### config.mk
export PLATFORM = sky130hd
export DESIGN_NAME = regfile_wb_arbiter
export DESIGN_NICKNAME = d
export VERILOG_FILES = /design/src/rtl/regfile_wb_arbiter.sv
export SDC_FILE = /design/constraint.sdc
export NUM_CORES = 1
export LEC_CHECK = 0
export ABC_AREA = 1
export BUFFER_PORTS_ARGS = -buffer_cell sky130_fd_sc_hd__buf_2
export CORE_MARGIN = 2
export CORE_UTILIZATION = 51
export DETAILED_ROUTE_END_ITERATION = 10
export PLACE_DENSITY = 0.85
export SLEW_MARGIN = 20
export SYNTH_ARGS = -nofsm -noshare
export SYNTH_HDL_FRONTEND = slang
export SYNTH_SLANG_ARGS = --single-unit
### constraint.sdc
create_clock -name clk -period 2.3 [get_ports clk]
set_clock_uncertainty 0.1 [all_clocks]
set_input_delay 0.23 -clock clk [delete_from_list [all_inputs] [get_ports clk]]
set_output_delay 0.23 -clock clk [all_outputs]
set_load 0.01 [all_outputs]
### src/rtl/regfile_wb_arbiter.sv
// Writeback arbiter for a 16x16 register file: merges ALU (A) and load (B) results into one
// registered write port and tracks pending-write reservations. Define REGFILE_WB_BYPASS_EN for forwarding.
module regfile_wb_arbiter (
    input  logic        clk,
    input  logic        rst,
    input  logic        a_valid,
    input  logic [3:0]  a_reg,
    input  logic [15:0] a_data,
    output logic        a_ready,
    input  logic        b_valid,
    input  logic [3:0]  b_reg,
    input  logic [15:0] b_data,
    output logic        b_ready,
    input  logic        rsv_valid,
    input  logic [3:0]  rsv_reg,
    input  logic [3:0]  rd_reg1,
    input  logic [3:0]  rd_reg2,
    output logic        rd_busy1,
    output logic        rd_busy2,
    output logic        WriteReg,
    output logic [3:0]  DstReg,
    output logic [15:0] DstData,
    output logic [15:0] busy_vec,
    output logic        rsv_err
`ifdef REGFILE_WB_BYPASS_EN
    ,
    output logic [15:0] fwd_data1,
    output logic [15:0] fwd_data2
`endif
);

    typedef enum logic {
        NORM = 1'b0,
        FAIR = 1'b1
    } arbState_t;

    arbState_t   stateReg;
    arbState_t   stateNext;
    logic [1:0]  bWaitReg;
    logic [1:0]  bWaitNext;
    logic        aReady;
    logic        bReady;
    logic        aAccept;
    logic        bAccept;

    logic        wrValidReg;
    logic [3:0]  dstRegReg;
    logic [15:0] dstDataReg;
    logic [15:0] busyReg;
    logic [15:0] busyNext;
    logic        rsvErrReg;
    logic        rsvConflict;

    // Arbiter state register
    always_ff @(posedge clk) begin
        if (!rst) begin
            stateReg <= NORM;
            bWaitReg <= 2'd0;
        end else begin
            stateReg <= stateNext;
            bWaitReg <= bWaitNext;
        end
    end

    // Next-state logic; the starvation counter saturates at 3 and clears on any B accept
    always_comb begin
        bWaitNext = bWaitReg;
        if (bAccept) begin
            bWaitNext = 2'd0;
        end else if (b_valid && !bReady && (bWaitReg != 2'd3)) begin
            bWaitNext = bWaitReg + 2'd1;
        end

        stateNext = stateReg;
        case (stateReg)
            NORM: begin
                if (bWaitNext == 2'd3) begin
                    stateNext = FAIR;
                end
            end
            FAIR: begin
                if (bAccept || !b_valid) begin
                    stateNext = NORM;
                end
            end
            default: stateNext = NORM;
        endcase
    end

    // Grant logic; nothing is granted while reset is held
    always_comb begin
        aReady = 1'b0;
        bReady = 1'b0;
        if (rst) begin
            case (stateReg)
                NORM: begin
                    aReady = a_valid;
                    bReady = b_valid && !a_valid;
                end
                FAIR: begin
                    bReady = b_valid;
                    aReady = a_valid && !b_valid;
                end
                default: begin
                    aReady = 1'b0;
                    bReady = 1'b0;
                end
            endcase
        end
    end

    assign a_ready = aReady;
    assign b_ready = bReady;
    assign aAccept = a_valid && aReady;
    assign bAccept = b_valid && bReady;

    // Single-entry output stage, refilled every cycle so it never stalls
    always_ff @(posedge clk) begin
        if (!rst) begin
            wrValidReg <= 1'b0;
            dstRegReg  <= 4'd0;
            dstDataReg <= 16'd0;
        end else begin
            wrValidReg <= aAccept || bAccept;
            if (aAccept) begin
                dstRegReg  <= a_reg;
                dstDataReg <= a_data;
            end else if (bAccept) begin
                dstRegReg  <= b_reg;
                dstDataReg <= b_data;
            end
        end
    end

    // Per-register pending-write bits; a reservation on the same edge as the retiring write wins
    generate
        for (genvar gi = 0; gi < 16; gi++) begin : g_busy
            logic setBit;
            logic clrBit;
            assign setBit       = rsv_valid && (rsv_reg == 4'(gi));
            assign clrBit       = wrValidReg && (dstRegReg == 4'(gi));
            assign busyNext[gi] = setBit || (busyReg[gi] && !clrBit);

            always_ff @(posedge clk) begin
                if (!rst) begin
                    busyReg[gi] <= 1'b0;
                end else begin
                    busyReg[gi] <= busyNext[gi];
                end
            end
        end
    endgenerate

    assign rsvConflict = rsv_valid && busyReg[rsv_reg] &&
                         !(wrValidReg && (dstRegReg == rsv_reg));

    always_ff @(posedge clk) begin
        if (!rst) begin
            rsvErrReg <= 1'b0;
        end else if (rsvConflict) begin
            rsvErrReg <= 1'b1;
        end
    end

`ifdef REGFILE_WB_BYPASS_EN
    logic fwdHit1;
    logic fwdHit2;

    // The write retiring this cycle satisfies a matching read directly
    assign fwdHit1   = wrValidReg && (dstRegReg == rd_reg1);
    assign fwdHit2   = wrValidReg && (dstRegReg == rd_reg2);
    assign rd_busy1  = busyReg[rd_reg1] && !fwdHit1;
    assign rd_busy2  = busyReg[rd_reg2] && !fwdHit2;
    assign fwd_data1 = fwdHit1 ? dstDataReg : 16'd0;
    assign fwd_data2 = fwdHit2 ? dstDataReg : 16'd0;
`else
    assign rd_busy1  = busyReg[rd_reg1];
    assign rd_busy2  = busyReg[rd_reg2];
`endif

    assign WriteReg = wrValidReg;
    assign DstReg   = dstRegReg;
    assign DstData  = dstDataReg;
    assign busy_vec = busyReg;
    assign rsv_err  = rsvErrReg;

endmodule

# After elaboration in Yosys (flattened, before gate mapping)
# Index checks and enable logic that the tools add are counted.
# word_totals
elab_cells	177
mem_count	0
inputBits	57
register_bits	41
latch_bits	0
rom_bits	0
mem_bits_rw	0
# op_classes
add_sub_neg	1
shifts	0
mux	19
div	0
n_eq_ne	33
n_reduce_logical	98
magnitude_cmp	3
multipliers	0
bitwise_logic	1
# ops
cell	n
$eq A4 B4 Y1 const B	16
$logic_and A1 B1 Y1	57
$eq A4 B3 Y1 const B	8
$mux W16	2
$logic_not A1 Y1	20
$logic_or A1 B1 Y1	18
$eq A4 B2 Y1 const B	4
$lt A4 B5 Y1 const B	3
$bmux W1 S4	3
$eq A4 B1 Y1 const B	2
$logic_not A4 Y1	2
$mux W4	2
$mux W1	7
$pmux W1 S2	3
$eq A4 B4 Y1	1
$mux W2	2
$add A2 B1 Y2 const B	1
$eq A2 B2 Y1 const B	1
$ne A2 B2 Y1 const B	1
$reduce_bool A2 Y1	1
$not A1 Y1	1

# Logic depth before layout (Yosys ltp)
# Gate-level depths: netlist of run 1.
# depth
ltp_word	12
mapped_depth	10
mapped_depth_nobuf	9

# Worst setup path after synthesis of run 1
# OpenSTA, ideal clock, no wires.
# synth_path
kind	input port to output port
startpoint	in rd_reg1[0]
endpoint	out rd_busy1
t_arrival_ns	1.033
slack_ns	0.937
t_required_ns	1.970
cell_stages	6
path_buffers	2
path_cell_list	clkbuf_2 -> buf_2 -> o211ai_1 -> nand3_1 -> nand2_1 -> o21ai_0
# synth_between
elab_chain_len	2
# synth_lines
item	line_no	rtl
start, declared	16	input logic [3:0] rd_reg1,
$bmux W1 S4	177	assign rd_busy1 = busyReg[rd_reg1];
$mux W1 (implied by the code)	177	
end, declared	18	output logic rd_busy1,
# No other way between the ends. The select of a mux whose other input is x is not followed.

# Worst setup path after layout of run 1
# layout_path
startpoint	reg stateReg
endpoint	out a_ready
# layout_between
elab_chain_len	3
# layout_lines
item	line_no	rtl
start, declared	37	arbState_t stateReg;
start signal, assigned	60	stateReg <= stateNext;
$not A1 Y1	n/a	
$pmux W1 S2 *	95	case (stateReg)
$mux W1 *	94	if (rst) begin
end, declared	9	output logic a_ready,
# Every way passes the cells marked *; elsewhere a longest branch is shown, timed or not.

==> results.ini, run 1 <==
[cts]
cts_hold_buf=0
cts-resized-gates=0
cts_buffers=5
tritoncts=built
clkLatencyLatePin_ns=0.29
cts_setup_buffers=0
root_buffer=clkbuf_8
cts-htree-levels=2
clock-sinks=41
clk_pin_slew_worst_paths_ns=0.08
cts_buffer_depth=2

[setup_path]
critPathCaptureType=output port
reg2reg_to=DstData[0]
crit_chain=nand2_1 -> nand3_2 -> inv_1 -> buf_2
startpoint_type=register
critPathMaxFanout=21
cpPeakStageDelay_ns=0.47
arrival_ns=1.51
worstRegToRegCells=5
reg2reg_slack_ns=0.84
worstSetupPathType=reg -> out
cp_slowest_cell=inv_1
reg2reg_from=stateReg
crit_required_ns=1.97

[min_path]
hp-class=in -> reg
min_path_cells=3
min_to=DstData[1]
hp-start=b_data[1]

[routing]
drc=0
detail_route.wl_per_cell_um=12.8
routed_via_density=5.27
postRouteAntennaNets=0
routed_wl_um=6240
drt-initial-drc-count=156
vias=2574
dr.pass1.iters=4

[grt]
grt.overflow.total=0
grt_pass1_vias=2327
grt_max_degree=29
grt_usage_pct=25.2
grt_pass1_wl_um=10300
grt_antenna_before_repair=0

[placed_design]
hpwlAfterDp_um=4670
gp_congestion=0.914
placed_cell_area_sq_um=2720
portBuffers=98
place_inst=480

[synthesis]
synth-main-ff-cell=dfxtp_1
ys_types=27
synth_top_area_share_pct=36.3
syn_area_sq_um=2260
synth_compound_area_share_pct=19.0
syn_nets=406
synthMuxAreaShare_pct=0
synth_enable_flop_cells=0
ys.warnings.count=0
yosys.area_share.simple_pct=33.9
ys_seq_area_share_pct=36.3
synth_fa_ha_area_share_pct=0.554
netlist_instances=348
synthArstFlopShare_pct=0
synth.most_common_cell=nand2_1
ys_seq_elements=41
yosys-top-cells-count=118 x nand2_1, 46 x nand3_1, 41 x dfxtp_1
synthXorXnorAreaFrac_pct=0.775
ys_top_cells_by_area=dfxtp_1 36%, nand2_1 20%, nand3_1 10%
yosysTopAreaCell=dfxtp_1
syn_avg_cell_area_sq_um=6.49
synth_top_family_by_area=simple AND/OR/NAND/NOR gates

[power]
power_density_nw_per_um2=573
p_leak_uw=0.00137
peakVddDrop_uv=445

[job]
maxCapViolations=0

[sta]
whs_ns=0.0374
totalNegativeSetupSlack_ns=0
finalCriticalPeriod_ns=1.84
setup_viol=0
hold_viol=0
drv_slew=0
rsz0062_at_grt=no
fmax_mhz=544
worst_pin_slew_ns=0.605
period_share_pct=79.9
relSlewSlack_pct=59.6

[cells_and_area]
design_area_sq_um=2820
drive_gt1_share_pct=26.4
nNetsFinal=493
finalNonFillerCells=488
diodes=0
post-route-util_pct=65.3
syn_to_final_growth_pct=24.9

[floorplan]
fp.dieArea_sq_um=4980
fp.dieH_um=70.6
pin_count=99
rows=24
die_w_um=70.6
start_util_pct=52.3
core-area_sq_um=4320

[status]
outcome=complete, no violations

[cell families (layout without fill, tap and decap cells)]
group,count (synthesis),count (layout)
adders and majority gates,1,1
DFF,41,41
AOI/OAI and AO/OA,76,76
buffers and inverters,48,136
xor gates and xnor gates,2,2
and+or+nand+nor,180,180
[cell type report]
| class | count | area, sq um |
|---|---|---|
| fill | 403 | 1500 |
| inverter | 29 | 111 |
| clock inverter | 1 | 5.00 |
| multi-input combinational | 259 | 1230 |
| tap | 52 | 65.1 |
| timing repair buffer | 99 | 498 |
| clock buffer | 7 | 96.3 |
| sequential | 41 | 821 |
[report_power, final]
| part | leakage (uW) | switching, uW | internal [uW] | total (uW) |
|---|---|---|---|---|
| Combinational | 0.000978 | 187 | 124 | 311 |
| Clock | 0.0000542 | 245 | 271 | 516 |
| Sequential | 0.000336 | 37.1 | 752 | 789 |
[layout by cell type, fill, tap and decap left out]
cell	Yosys	final
a21boi_0	1	1
a21oi_1	27	27
a31oi_1	11	11
buf_2	8	98
buf_4	3	1
clkbuf_8	0	7
clkinv_2	0	1
dfxtp_1	41	41
ha_1	1	1
inv_1	26	26
inv_2	2	2
inv_4	1	1
nand2_1	118	118
nand2_2	1	1
nand3_1	46	46
nand3_2	1	1
nor2_1	10	10
nor3_2	2	2
nor3b_1	1	1
nor4_2	1	1
o211ai_1	9	9
o21ai_0	23	23
o21ai_1	1	1
o31ai_1	4	4
xnor2_1	2	2
[critical path: cells and delay by family (launching register included)]
| family | cells | cell delay (ns) |
|---|---|---|
| simple gates | 2 | 0.16 |
| buf+inv | 2 | 0.71 |
| flops | 1 | 0.34 |
[routing by layer]
| layer | routed length, um | share of wire [%] | track usage (%) | up-vias |
|---|---|---|---|---|
| li1 | - | - | - | 1329 |
| met1 | 2660 | 43 | 31.9 | 1119 |
| met2 | 3000 | 48 | 42.8 | 114 |
| met3 | 456 | 7.3 | 4.27 | 12 |
| met4 | 124 | 2.0 | 10.7 | 0 |
| met5 | 0 | 0 | 0 | - |
[through the flow]
step           power, uW  setup slack [ns]
2_1_floorplan        987             0.937
3_3_place_gp        1100             0.703
3_5_place_dp        1110             0.689
4_1_cts             1620             0.465
5_1_grt             1690             0.332
6_report            1620             0.463
[how the worst max path moves through the flow]
stage / from / endpoint
2_1_floorplan: rd_reg1[0] / rd_busy1
3_3_place_gp: rst / a_ready
3_5_place_dp: rst / a_ready
4_1_cts: stateReg / a_ready
5_1_grt: stateReg / a_ready
6_report: stateReg / a_ready
[flip-flops by register name, summed over array words and instances (netlist names)]
signal	count
DstReg	4
stateReg	1
WriteReg	1
rsv_err	1
busy_vec	16
bWaitReg	2
DstData	16
Power figures use the tool's default switching activity.
==> run 2: changes to the inputs <==
CORE_UTILIZATION = 47   (was 51)
PLACE_DENSITY = 0.79   (was 0.85)
clock period = 1.93 ns   (was 2.3 ns; I/O delays follow)
==> run 2 against run 1 <==
  * Register-to-register slack worse by 0.28 ns
  * Combinational power up 18%
  * Design area decreased by 0.31%
  * Power grew 15%
  * Sequential share of layout area up 0.091 points
  * Critical path depth increased by 1
  * Clock-buffer cell count shrank 1
  * First-iteration DRC count increased by 1.9%
  * Clock power is 5.0% higher
  * Critical path type unchanged
  * Largest power group unchanged
==> results.ini, run 2 (same netlist as run 1, synthesis figures left out) <==
[setup_path]
worstSetupPathType=reg -> out
critPathMaxFanout=21  ; unchanged
critPathCaptureType=output port
startpoint_type=register
arrival_ns=1.40  ; -0.11 ns
crit_required_ns=1.64  ; -0.33 ns

[grt]
grt_pass1_vias=2276  ; -2.2%
grt_antenna_before_repair=0  ; unchanged
grtUsageMet3_pct=5.49  ; +1.2 points
grt_max_degree=22  ; -24%
grt_pass1_wl_um=10100  ; -1.6%
grt_usage_pct=23.8  ; -1.4 points
met1_usage_pct=30.5  ; -1.4 points
busiest_layer=met2
use_met2_pct=38.9  ; -3.8 points
grt.overflow.total=0  ; unchanged

[power]
power.share.clock_pct=29.3  ; -2.6 points
switchingPower_uw=555  ; +18%
p_seq_share_pct=50.9  ; +2.1 points
peakVddDrop_uv=469  ; +5.2%
swShare_pct=30.0  ; +0.97 points
power.internal_uw=1300  ; +13%
pwr-share-comb_pct=19.9  ; +0.7 points
finalPower_uw=1850  ; +15%
power_density_nw_per_um2=658  ; +15%
p_leak_uw=0.00136  ; -0.30%

[job]
maxCapViolations=0  ; unchanged

[cts]
tritoncts=built
cts-htree-levels=2  ; unchanged
cts_setup_buffers=0  ; unchanged
clk_pin_slew_worst_paths_ns=0.08  ; about the same
root_buffer=clkbuf_8
cts-resized-gates=0  ; unchanged
clkLatencyLatePin_ns=0.29  ; about the same
cts_buffers=5  ; unchanged
clock-sinks=41  ; unchanged
cts_hold_buf=0  ; unchanged
cts_buffer_depth=2  ; unchanged

[floorplan]
fp.dieArea_sq_um=5380  ; +8.0%
die_w_um=73.3  ; +3.9%
rows=25  ; +4.2%
core-area_sq_um=4690  ; +8.5%
fp.dieH_um=73.3  ; +3.9%
pin_count=99  ; unchanged
start_util_pct=48.2  ; -4.1 points

[sta]
hold_viol=0  ; unchanged
setup_viol=0  ; unchanged
period_share_pct=87.6
totalNegativeSetupSlack_ns=0  ; unchanged
fmax_mhz=592
worst_pin_slew_ns=0.414  ; -0.191 ns
drv_slew=0  ; unchanged
rsz0062_at_grt=no
finalCriticalPeriod_ns=1.69
relSlewSlack_pct=72.4  ; +13 points

[routing]
drt-initial-drc-count=159  ; +1.9%
routed_via_density=5.34  ; +1.3%
vias=2624  ; +1.9%
routed_wl_um=6300  ; +0.86%
postRouteAntennaNets=0  ; unchanged
drc=0  ; unchanged
detail_route.wl_per_cell_um=12.8  ; +0.25%
dr.pass1.iters=5  ; +1

[cells_and_area]
drive_gt1_share_pct=26.3  ; -0.060 points
final_cell_mix=118 x nand2_1, 98 x buf_2, 46 x nand3_1, 41 x dfxtp_1, 27 x a21oi_1
nNetsFinal=494  ; +0.20%
diodes=0  ; unchanged
layout_commonest_cell=nand2_1
syn_to_final_growth_pct=24.5

[min_path]
hp-class=in -> reg

[placed_design]
portBuffers=98  ; unchanged
gp_congestion=1.01  ; +11%
hpwlAfterDp_um=4870  ; +4.3%

[status]
outcome=complete, no violations

[run 2: cell types whose count changed in the layout (fill, tap and decap cells not counted), sizes merged]
cell and change:
buf +1, clkbuf -1, clkinv +1
[run 2: stage by stage]
stage	instance area [sq um]	utilization [%]	setup WS, ns	hold WS, ns	cells
floorplan	2260	-	0.616	0.219	348
finish	2810	60.0	0.240	0.00284	491
global route	2810	60.0	0.0719	0.00976	491
detailed placement	2730	58.2	0.476	0.307	483
global placement	2730	58.2	0.479	0.303	483
CTS	2810	60.0	0.224	0.000479	491
[run 2: final timing paths]
| kind | from | to | slack (ns) | cells after the start |
|---|---|---|---|---|
| min | a_data[6] | DstData[6] | 0.003 | 3 |
| max reg2reg | bWaitReg[0] | stateReg | 0.56 | 6 |
| max | stateReg | b_ready | 0.24 | 5 |
| min reg2reg | stateReg | stateReg | 0.37 | 1 |
[run 2: routing by layer]
metal  vias up  wire, um
met5         -         0
met1      1147      2680
li1       1333         -
met2       131      2940
met3        13       526
met4         0       146
[run 2: layout make-up]
class | instances | area [sq um]
clock buffers | 6 | 72.6
clock inverters | 2 | 10.0
fillers | 469 | 1880
inverters | 29 | 111
multi-input cells | 259 | 1230
flip-flops and latches | 41 | 821
well taps | 54 | 67.6
repair buffers | 100 | 505
[run 2: power by group through the flow]
stage          sequential (uW)  combinational (uW)  clock, uW
6_report                   941                 368        542
4_1_cts                    941                 369        548
3_5_place_dp               959                 369          0
2_1_floorplan              971                 206          0
3_3_place_gp               960                 364          0
5_1_grt                    948                 411        582
[run 2: critical path: stages, from the launching register on]
cell	delay [ns]
dfxtp_1	0.36
inv_1	0.05
nand2_1	0.05
nand3_1	0.12
inv_2	0.31
buf_2	0.20
